<file path="src/rtl/spram_arb_pkg.sv">
// spram_arb_pkg: shared types and constants for the single-port RAM arbiter.
// Optional feature macro: SPRAM_ARB_ROUND_ROBIN_EN (round-robin tie break; fixed A priority otherwise).
package spram_arb_pkg;
  typedef enum logic {PORT_A = 1'b0, PORT_B = 1'b1} port_t;
  localparam int READ_LATENCY = 2;
  typedef struct packed {
    logic  valid;
    port_t port;
  } tag_t;
`ifdef SPRAM_ARB_ROUND_ROBIN_EN
  localparam bit ROUND_ROBIN = 1'b1;
`else
  localparam bit ROUND_ROBIN = 1'b0;
`endif
endpackage

</file>
<file path="src/rtl/spram_arb_pick.sv">
// spram_arb_pick: combinational grant between two requesters; tie policy selected by SPRAM_ARB_ROUND_ROBIN_EN.
module spram_arb_pick
  import spram_arb_pkg::*;
(
  input  logic req_a_i,
  input  logic req_b_i,
  input  logic last_grant_i,
  output logic ack_a_o,
  output logic ack_b_o
);
  logic a_wins_tie;
  assign a_wins_tie = !ROUND_ROBIN || (last_grant_i == PORT_B);
  // A takes the grant when alone or when it wins the tie; B gets whatever A leaves.
  always_comb begin
    ack_a_o = req_a_i && (!req_b_i || a_wins_tie);
    ack_b_o = req_b_i && !ack_a_o;
  end
endmodule

</file>
<file path="src/rtl/spram_arbiter.sv">
// spram_arbiter: shares one single-port RAM (1-cycle registered read) between ports A and B.
// Optional feature macro: SPRAM_ARB_ROUND_ROBIN_EN (alternating tie break instead of fixed A priority).
module spram_arbiter
  import spram_arb_pkg::*;
#(
  parameter int address_width = 10,
  parameter int data_width    = 8
) (
  input  logic                     clock,
  input  logic                     reset_n,
  input  logic                     req_a,
  input  logic                     req_b,
  input  logic                     wren_a,
  input  logic                     wren_b,
  input  logic [address_width-1:0] address_a,
  input  logic [address_width-1:0] address_b,
  input  logic [data_width-1:0]    data_a,
  input  logic [data_width-1:0]    data_b,
  output logic                     ack_a,
  output logic                     ack_b,
  output logic [data_width-1:0]    rdata_a,
  output logic [data_width-1:0]    rdata_b,
  output logic                     rvalid_a,
  output logic                     rvalid_b,
  output logic                     ram_wren,
  output logic [address_width-1:0] ram_address,
  output logic [data_width-1:0]    ram_data,
  input  logic [data_width-1:0]    ram_q
);
  port_t                           last_grant_q, last_grant_d;
  logic                            ram_wren_q, ram_wren_d;
  logic [address_width-1:0]        ram_address_q, ram_address_d;
  logic [data_width-1:0]           ram_data_q, ram_data_d;
  tag_t [READ_LATENCY-1:0]         tag_q, tag_d;
  logic                            accept;
  port_t                           winner;
  logic                            win_wren;

  // Requests are masked during reset so no ack can escape while reset_n is low.
  spram_arb_pick u_pick (
    .req_a_i      (req_a && reset_n),
    .req_b_i      (req_b && reset_n),
    .last_grant_i (last_grant_q),
    .ack_a_o      (ack_a),
    .ack_b_o      (ack_b)
  );

  // Select the winning command and form the next command register and read-tag contents.
  always_comb begin
    accept        = ack_a || ack_b;
    winner        = ack_b ? PORT_B : PORT_A;
    win_wren      = ack_b ? wren_b : wren_a;
    last_grant_d  = accept ? winner : last_grant_q;
    ram_wren_d    = accept && win_wren;
    ram_address_d = accept ? (ack_b ? address_b : address_a) : ram_address_q;
    ram_data_d    = accept ? (ack_b ? data_b : data_a) : ram_data_q;
    tag_d         = {tag_q[READ_LATENCY-2:0], tag_t'{valid: accept && !win_wren, port: winner}};
  end

  // Command register, grant history and read-tag shift register; reset flushes in-flight reads.
  always_ff @(posedge clock or negedge reset_n) begin
    if (!reset_n) begin
      last_grant_q  <= PORT_B;
      ram_wren_q    <= 1'b0;
      ram_address_q <= '0;
      ram_data_q    <= '0;
      tag_q         <= '0;
    end else begin
      last_grant_q  <= last_grant_d;
      ram_wren_q    <= ram_wren_d;
      ram_address_q <= ram_address_d;
      ram_data_q    <= ram_data_d;
      tag_q         <= tag_d;
    end
  end

  assign ram_wren    = ram_wren_q;
  assign ram_address = ram_address_q;
  assign ram_data    = ram_data_q;
  assign rvalid_a    = tag_q[READ_LATENCY-1].valid && (tag_q[READ_LATENCY-1].port == PORT_A);
  assign rvalid_b    = tag_q[READ_LATENCY-1].valid && (tag_q[READ_LATENCY-1].port == PORT_B);
  assign rdata_a     = ram_q;
  assign rdata_b     = ram_q;
endmodule

</file>
<file path="config.mk">
export PLATFORM = sky130hd
export DESIGN_NAME = spram_arbiter
export DESIGN_NICKNAME = d
export VERILOG_FILES = /design/src/rtl/spram_arb_pkg.sv /design/src/rtl/spram_arb_pick.sv /design/src/rtl/spram_arbiter.sv
export SDC_FILE = /design/constraint.sdc
export NUM_CORES = 1
export LEC_CHECK = 0
export BUFFER_PORTS_ARGS = -buffer_cell sky130_fd_sc_hd__buf_2
export CORE_ASPECT_RATIO = 1.25
export CORE_MARGIN = 10
export CORE_UTILIZATION = 40
export CTS_BUF_LIST = sky130_fd_sc_hd__clkbuf_16
export CTS_CLUSTER_DIAMETER = 120
export DETAILED_ROUTE_END_ITERATION = 6
export PLACE_DENSITY = 0.8
export SLEW_MARGIN = 30
export SYNTH_ARGS = -nofsm -noshare
export SYNTH_HDL_FRONTEND = slang
export SYNTH_HIERARCHICAL = 1
export SYNTH_SLANG_ARGS = --single-unit
</file>
<file path="constraint.sdc">
create_clock -name clock -period 0.9 [get_ports clock]
set_input_delay 0.09 -clock clock [delete_from_list [all_inputs] [get_ports clock]]
set_output_delay 0.09 -clock clock [all_outputs]
set_load 0.03 [all_outputs]
</file>
==> flow_summary.toml, run 1 <==
[die]
die_height_um = 80.1
dieArea_um2 = 5460
rows = 21
die_x_um = 68.1
coreArea_um2 = 2730
start_util_pct = 42.4
io_pins = 89

[status]
status = "complete, but fails checks"
failed_checks = "negative setup slack"

[cts]
path_clk_slew_ns = 0.06
clk_latency_ns = 0.25
tritoncts.num_buffers = 3
htree_num_levels = 1
clkSinkCount = 23
cts_tree = "yes"
clockRootBuffer = "clkbuf_16"
cts_buffer_depth = 2

[timing]
setup_viol_count_final = 2
fin_crit_sh_pct = 112
min_period_ns = 1.01
slew_violations = 0
finClkSkew_ns = 0.000738
relSlewSlack_pct = 89.4
holdWs_ns = 0.0526
fmax_ghz = 0.994
tightestPinTransition_ns = 0.155
hold_violations = 0
rsz0062_at_grt = "true"
fin_ws_ns = -0.106

[cells_and_area]
postLayoutCellArea_um2 = 1660
final_layout_size_suffix_gt1_share_pct = 47.6
antennaDiodeCount = 0
layout_common_cells = "buf_2, dfrtp_1, nand2_1, o21ai_1, mux2i_1"
nNetsFinal = 219
layout_commonest_cell = "buf_2"
area_growth_pct = 43.0
final_cells = 202

[global_route]
grt.total_usage_pct = 10.1
gr-total-overflow = 0
antenna_found_initial = 0
grt_max_degree = 27
grt_pass1_wl_um = 4350
grt_pass1_vias = 997

[placed_design]
io_buffers = 64
placed_cells = 193
place_area_um2 = 1420
place_ws_ns = -0.0928
routabilityCongestion = 0.813
dp_hpwl_um = 2350

[worst_setup_path]
max_stage_delay_ns = 0.37
worstPathMaxFanout = 2
path_cells = "and2_1, buf_6"
arrival_ns = 0.92
startpoint = "tag_q[2]"
cp.required_ns = 0.81
critPathSlowestCell = "dfrtp_1"
end_kind = "output port"
path_class = "flop to output port"
r2r-start = "ram_data[4]"
start_kind = "flop"

[synth]
syn_area_um2 = 1160
syn_inst = 111
synth_nets = 161
avgSynthCellArea_um2 = 10.4
ys.warnings.count = 6

[route]
vias = 940
wl_um = 2950
postRouteAntennaNets = 0
via_per_inst = 4.65
dr.pass1.iters = 4
dr.first_iter.drc_count = 20
wl_per_cell_um = 14.6
drc = 0

[min_path]
worst_hold_path_type = "primary input to flop"
min_from = "wren_a"

[power_and_ir_drop]
power-per-cell-area_nw_per_um2 = 1910
irDropWorstVdd_v = 0.000922
total_power_mw = 3.17
leakage_nw = 0.831

[run]
drv_cap = 0
[sequential cells by signal (all words and copies together), names as in the netlist]
register     cells
ram_address     10
ram_data         8
tag_d            2
tag_q            2
ram_wren         1
[layer usage]
| metal | vias up | global-route usage, % | wire length (um) |
|---|---|---|---|
| met1 | 418 | 10.1 | 1070 |
| met3 | 11 | 4.31 | 453 |
| met4 | 0 | 6.45 | 72 |
| li1 | 468 | - | - |
| met2 | 43 | 16.6 | 1360 |
| met5 | - | 0 | 0 |
[report_power, final]
| group | total, mW | internal, mW | switching [mW] | leakage (nW) |
|---|---|---|---|---|
| combinational | 0.996 | 0.465 | 0.531 | 0.504 |
| sequential | 1.26 | 1.17 | 0.0865 | 0.284 |
| clock | 0.909 | 0.591 | 0.319 | 0.0423 |
| total | 3.17 | 2.23 | 0.936 | 0.831 |
[final timing paths]
| kind | cells after the start | endpoint | slack, ns |
|---|---|---|---|
| max reg2reg | 3 | ram_data[4] | 0.06 |
| min | 2 | tag_d[3] | 0.05 |
| max | 2 | rvalid_b | -0.11 |
| max in group asynchronous | 3 | ram_address[3] | 0.34 |
| min reg2reg | 0 | tag_q[2] | 0.36 |
| min in group asynchronous | 3 | tag_d[2] | 0.35 |
[cell type report]
| cell class | instances | area, um2 |
|---|---|---|
| fill | 220 | 1080 |
| sequential | 23 | 576 |
| timing repair buffer | 76 | 551 |
| multi-input combinational | 63 | 400 |
| clock buffer | 3 | 75.1 |
| tap | 34 | 42.5 |
| inverter | 2 | 7.51 |
| clock inverter | 1 | 3.75 |
[worst max-delay path: cells and delay by family, from the launching register on]
kind | cells | cell delay [ns]
buf+inv | 1 | 0.13
simple gates | 1 | 0.16
flops | 1 | 0.37
[stage by stage]
step	setup TNS (ns)	util [%]
2_1_floorplan	-1.00	-
3_3_place_gp	-0.853	52.1
3_5_place_dp	-1.56	52.1
4_1_cts	-0.218	56.3
5_1_grt	-0.302	60.6
6_report	-0.204	60.6
[timing repair]
action                                  CTS  global route
gates cloned                              0             0
hold buffers                              1             0
pin swaps                                 0             0
resized for setup                         9            42
endpoints found under the setup margin    7            21
buffers inserted                          0             4
endpoints found under the hold margin    23             0
Power figures use the tool's default switching activity.
==> run 2, diff against run 1 <==
Settings changed: CELL_PAD_IN_SITES_DETAIL_PLACEMENT set to 1, CELL_PAD_IN_SITES_GLOBAL_PLACEMENT set to 2, CORE_UTILIZATION 40 to 21, PLACE_DENSITY 0.8 to not set, PLACE_DENSITY_LB_ADDON set to 0.1.
==> flow_summary.toml, run 2 (same netlist as run 1, synthesis figures left out) <==
[placed_design]
dp_hpwl_um = 2900
io_buffers = 64
placed_cells = 222
place_area_um2 = 1450
routabilityCongestion = 0.642

[cells_and_area]
seq_area_um2 = 576
fin_util_pct = 31.4
antennaDiodeCount = 0
nNetsFinal = 218
layout_commonest_cell = "buf_2"
layout_common_cells = "buf_2, dfrtp_1, nand2_1, o21ai_1, buf_6"
filler_cell_count = 636
largest_reg_flops = 10
final_layout_size_suffix_gt1_share_pct = 48.5
multi_input_area_um2 = 403
final_cells = 231
postLayoutCellArea_um2 = 1700
area_growth_pct = 46.7

[power_and_ir_drop]
irDropWorstVdd_v = 0.000757
leakage_nw = 0.828
power-per-cell-area_nw_per_um2 = 1920

[status]
failed_checks = "negative setup slack"
status = "complete, but fails checks"

[timing]
fin_crit_sh_pct = 112
setup_viol_count_final = 3
fin_ws_ns = -0.107
hold_violations = 0
min_period_ns = 1.01
slew_violations = 0
fmax_ghz = 0.993
tightestPinTransition_ns = 0.214
finClkSkew_ns = 0.000230
relSlewSlack_pct = 85.7
holdWs_ns = 0.0330
rsz0062_at_grt = "true"

[cts]
path_clk_slew_ns = 0.06
clk_latency_ns = 0.25
clockRootBuffer = "clkbuf_16"
cts_tree = "yes"
htree_num_levels = 1
clkSinkCount = 23
tritoncts.num_buffers = 3
cts_buffer_depth = 2

[min_path]
min_from = "wren_a"
worst_hold_path_type = "primary input to flop"

[route]
dr.first_iter.drc_count = 25
wl_per_cell_um = 15.1
vias = 960
wl_um = 3480
dr.pass1.iters = 3
drc = 0
postRouteAntennaNets = 0
via_per_inst = 4.16

[global_route]
grt_pass1_vias = 1125
grt.total_usage_pct = 7.81
grt_max_degree = 26
grt_use_met3_pct = 4.35
antenna_found_initial = 0
grt_pass1_wl_um = 5600
gr-total-overflow = 0
globalRouteMet2Util_pct = 11.9
grt_use_met1_pct = 9.14
grt.busiest_layer = "met2"

[worst_setup_path]
cp.required_ns = 0.81
start_kind = "flop"
r2r-start = "ram_address[0]"
path_class = "flop to output port"
critPathSlowestCell = "dfrtp_1"
critPathTopFamily = "flip-flops"
end_kind = "output port"
max_stage_delay_ns = 0.39
path_buf_inv = 1
path_cells = "nor2b_1, buf_4"
startpoint = "tag_q[2]"
arrival_ns = 0.92
worstPathMaxFanout = 2

[die]
rows = 30
die_x_um = 86.4
coreArea_um2 = 5410
io_pins = 89
dieArea_um2 = 8900
start_util_pct = 21.4
die_height_um = 103

[run]
drv_cap = 0
## run 2: worst register-to-register path, stage by stage (launching register included)
cell     delay [ns]
dfrtp_1        0.40
buf_4          0.13
mux2i_1        0.12
o21ai_1        0.08
## run 2: timing repair
action                                  in CTS  in global routing
buffers inserted                             3                  1
resized for setup                           36                  4
pin swaps                                    1                  0
hold buffers                                 1                  0
endpoints found under the hold margin       23                  0
endpoints found under the setup margin      20                 21
## run 2: layout make-up
cell class	count	share of cell area [%]
inverters	2	0.442
multi-input cells	63	23.7
flip-flops and latches	23	33.9
repair buffers	75	32.5
well taps	64	4.72
clock inverters	1	0.295
clock buffers	3	4.42
## run 2: final timing paths
kind / end / slack (ns) / cells past startpoint
max in group asynchronous: ram_address[7] / 0.32 / 3
worst max-delay path: rvalid_a / -0.11 / 2
worst max register to register: ram_address[0] / 0.06 / 3
worst min register to register: tag_q[2] / 0.35 / 0
worst min-delay path: tag_d[3] / 0.03 / 2
min in group asynchronous: ram_address[9] / 0.35 / 3
## run 2: through the flow
step | power [mW] | setup slack [ns] | TNS (ns)
2_1_floorplan | 1.90 | -0.0530 | -1.00
3_3_place_gp | 2.09 | -0.0906 | -1.22
3_5_place_dp | 2.11 | -0.131 | -1.74
4_1_cts | 3.29 | -0.130 | -0.269
5_1_grt | 3.46 | -0.199 | -0.601
6_report | 3.26 | -0.107 | -0.220
## run 2: layer usage
layer	up-vias	routed length, um	part of all wire (%)
met5	-	0	0
met4	0	19	0.55
met3	2	371	11
met2	47	1600	46
met1	450	1490	43
li1	461	-	-
## run 2: power breakdown
part / internal, mW / switching, mW
clock: 0.597 / 0.367
combinational: 0.480 / 0.535
sequential: 1.17 / 0.105
total: 2.25 / 1.01
==> run 3, diff against run 2 <==
Settings changed: ABC_CLOCK_PERIOD_IN_PS set to 900, BUFFER_PORTS_ARGS -buffer_cell sky130_fd_sc_hd__buf_2 to not set, CELL_PAD_IN_SITES_DETAIL_PLACEMENT 1 to not set, CELL_PAD_IN_SITES_GLOBAL_PLACEMENT 2 to not set, CORE_UTILIZATION 21 to 55, DONT_BUFFER_PORTS set to 1, PLACE_DENSITY set to 0.7, PLACE_DENSITY_LB_ADDON 0.1 to not set.
==> flow_summary.toml, run 3 (same netlist as run 1, synthesis figures left out) <==
[worst_setup_path]
critPathSlowestCell = "dfrtp_1"
start_kind = "flop"
cp.required_ns = 0.81
max_stage_delay_ns = 0.37
end_kind = "output port"
path_cells = "nor2b_1, buf_4"
arrival_ns = 0.90
path_class = "flop to output port"
worstPathMaxFanout = 2

[route]
drc = 0
via_per_inst = 5.60
dr.first_iter.drc_count = 27
postRouteAntennaNets = 0
wl_per_cell_um = 20.5
vias = 919
wl_um = 3370
dr.pass1.iters = 4

[die]
die_height_um = 71.3
rows = 18
io_pins = 89
start_util_pct = 58.4
dieArea_um2 = 4350
die_x_um = 61.0
coreArea_um2 = 1980

[timing]
fin_crit_sh_pct = 110
holdWs_ns = 0.0271
relSlewSlack_pct = 79.7
hold_violations = 0
slew_violations = 0
finClkSkew_ns = 0.000574
tightestPinTransition_ns = 0.304
fin_ws_ns = -0.0885
fmax_ghz = 1.01
min_period_ns = 0.989
rsz0062_at_grt = "true"
setup_viol_count_final = 1

[global_route]
grt.total_usage_pct = 14.0
gr-total-overflow = 0
grt_pass1_wl_um = 4690
grt_max_degree = 26
antenna_found_initial = 0
grt_pass1_vias = 972

[placed_design]
dp_hpwl_um = 2190
io_buffers = 0
placed_cells = 134
routabilityCongestion = 0.688

[cells_and_area]
largest_reg_flops = 10
final_layout_size_suffix_gt1_share_pct = 25.7
filler_cell_count = 126
antennaDiodeCount = 0
layout_common_cells = "dfrtp_1, dlygate4sd3_1, nand2_1, o21ai_1, mux2i_1"
nNetsFinal = 195
final_cells = 164
fin_util_pct = 82.4
area_growth_pct = 41.2
layout_commonest_cell = "dfrtp_1"

[cts]
clk_latency_ns = 0.25
clkSinkCount = 23
path_clk_slew_ns = 0.06
clockRootBuffer = "clkbuf_16"
htree_num_levels = 1
tritoncts.num_buffers = 3
cts_buffer_depth = 2
cts_tree = "yes"

[run]
drv_cap = 0

[status]
status = "complete, but fails checks"
failed_checks = "negative setup slack"

[power_and_ir_drop]
total_power_mw = 3.22
power-per-cell-area_nw_per_um2 = 1970
leakage_nw = 0.745
irDropWorstVdd_v = 0.00161

[min_path]
worst_hold_path_type = "primary input to flop"
-- run 3: cell type report --
| cell class | count | area [um2] | area share [%] |
|---|---|---|---|
| clock buffer | 3 | 75.1 | 4.59 |
| clock inverter | 1 | 3.75 | 0.230 |
| inverter | 2 | 7.51 | 0.459 |
| multi-input combinational | 63 | 403 | 24.7 |
| sequential | 23 | 576 | 35.2 |
| tap | 20 | 25.0 | 1.53 |
| timing repair buffer | 52 | 544 | 33.3 |
-- run 3: power by group --
group | switching [mW] | internal, mW | total [mW]
Clock | 0.339 | 0.592 | 0.931
Sequential | 0.102 | 1.17 | 1.28
Combinational | 0.531 | 0.478 | 1.01
Total | 0.972 | 2.24 | 3.22
-- run 3: repair_timing --
action                                 4_1_cts  5_1_grt
endpoints found under the hold margin       43       23
pin swaps                                    0        1
setup endpoints to repair                    2       19
hold buffers                                20        2
cloned                                       0        0
gates resized for setup                      1       18
buffers inserted                             0        4
-- run 3: metrics by stage --
step | TNS [ns] | setup slack, ns | cell area (um2)
6_report | -0.0885 | -0.0885 | 1630
2_1_floorplan | -1.00 | -0.0530 | 1170
4_1_cts | -0.160 | -0.0878 | 1510
3_5_place_dp | 0 | 0.0138 | 1230
5_1_grt | -0.218 | -0.118 | 1630
3_3_place_gp | 0 | 0.0689 | 1230
-- run 3: worst paths after layout --
path	start	endpoint	slack (ns)	depth (start not counted)
hold / removal	data_a[7]	ram_data[7]	0.03	2
max in group asynchronous	reset_n	ram_address[5]	0.48	2
setup reg to reg	ram_data[1]	ram_data[1]	0.01	3
setup / recovery	tag_q[3]	rvalid_a	-0.09	2
min in group asynchronous	reset_n	ram_data[1]	0.28	2
hold reg to reg	tag_d[2]	tag_q[2]	0.35	0
-- run 3: worst max-delay path, delay by kind of cell, from the launching register on --
kind                   cells  cell delay (ns)
buffers and inverters      1             0.16
flip-flops                 1             0.37
AND/OR/NAND/NOR            1             0.12
-- run 3: routing by layer --
metal	GRT usage, %	part of all wire, %
met1	13.6	32
met2	22.8	52
met3	9.70	15
met4	4.40	0.98
met5	0	0
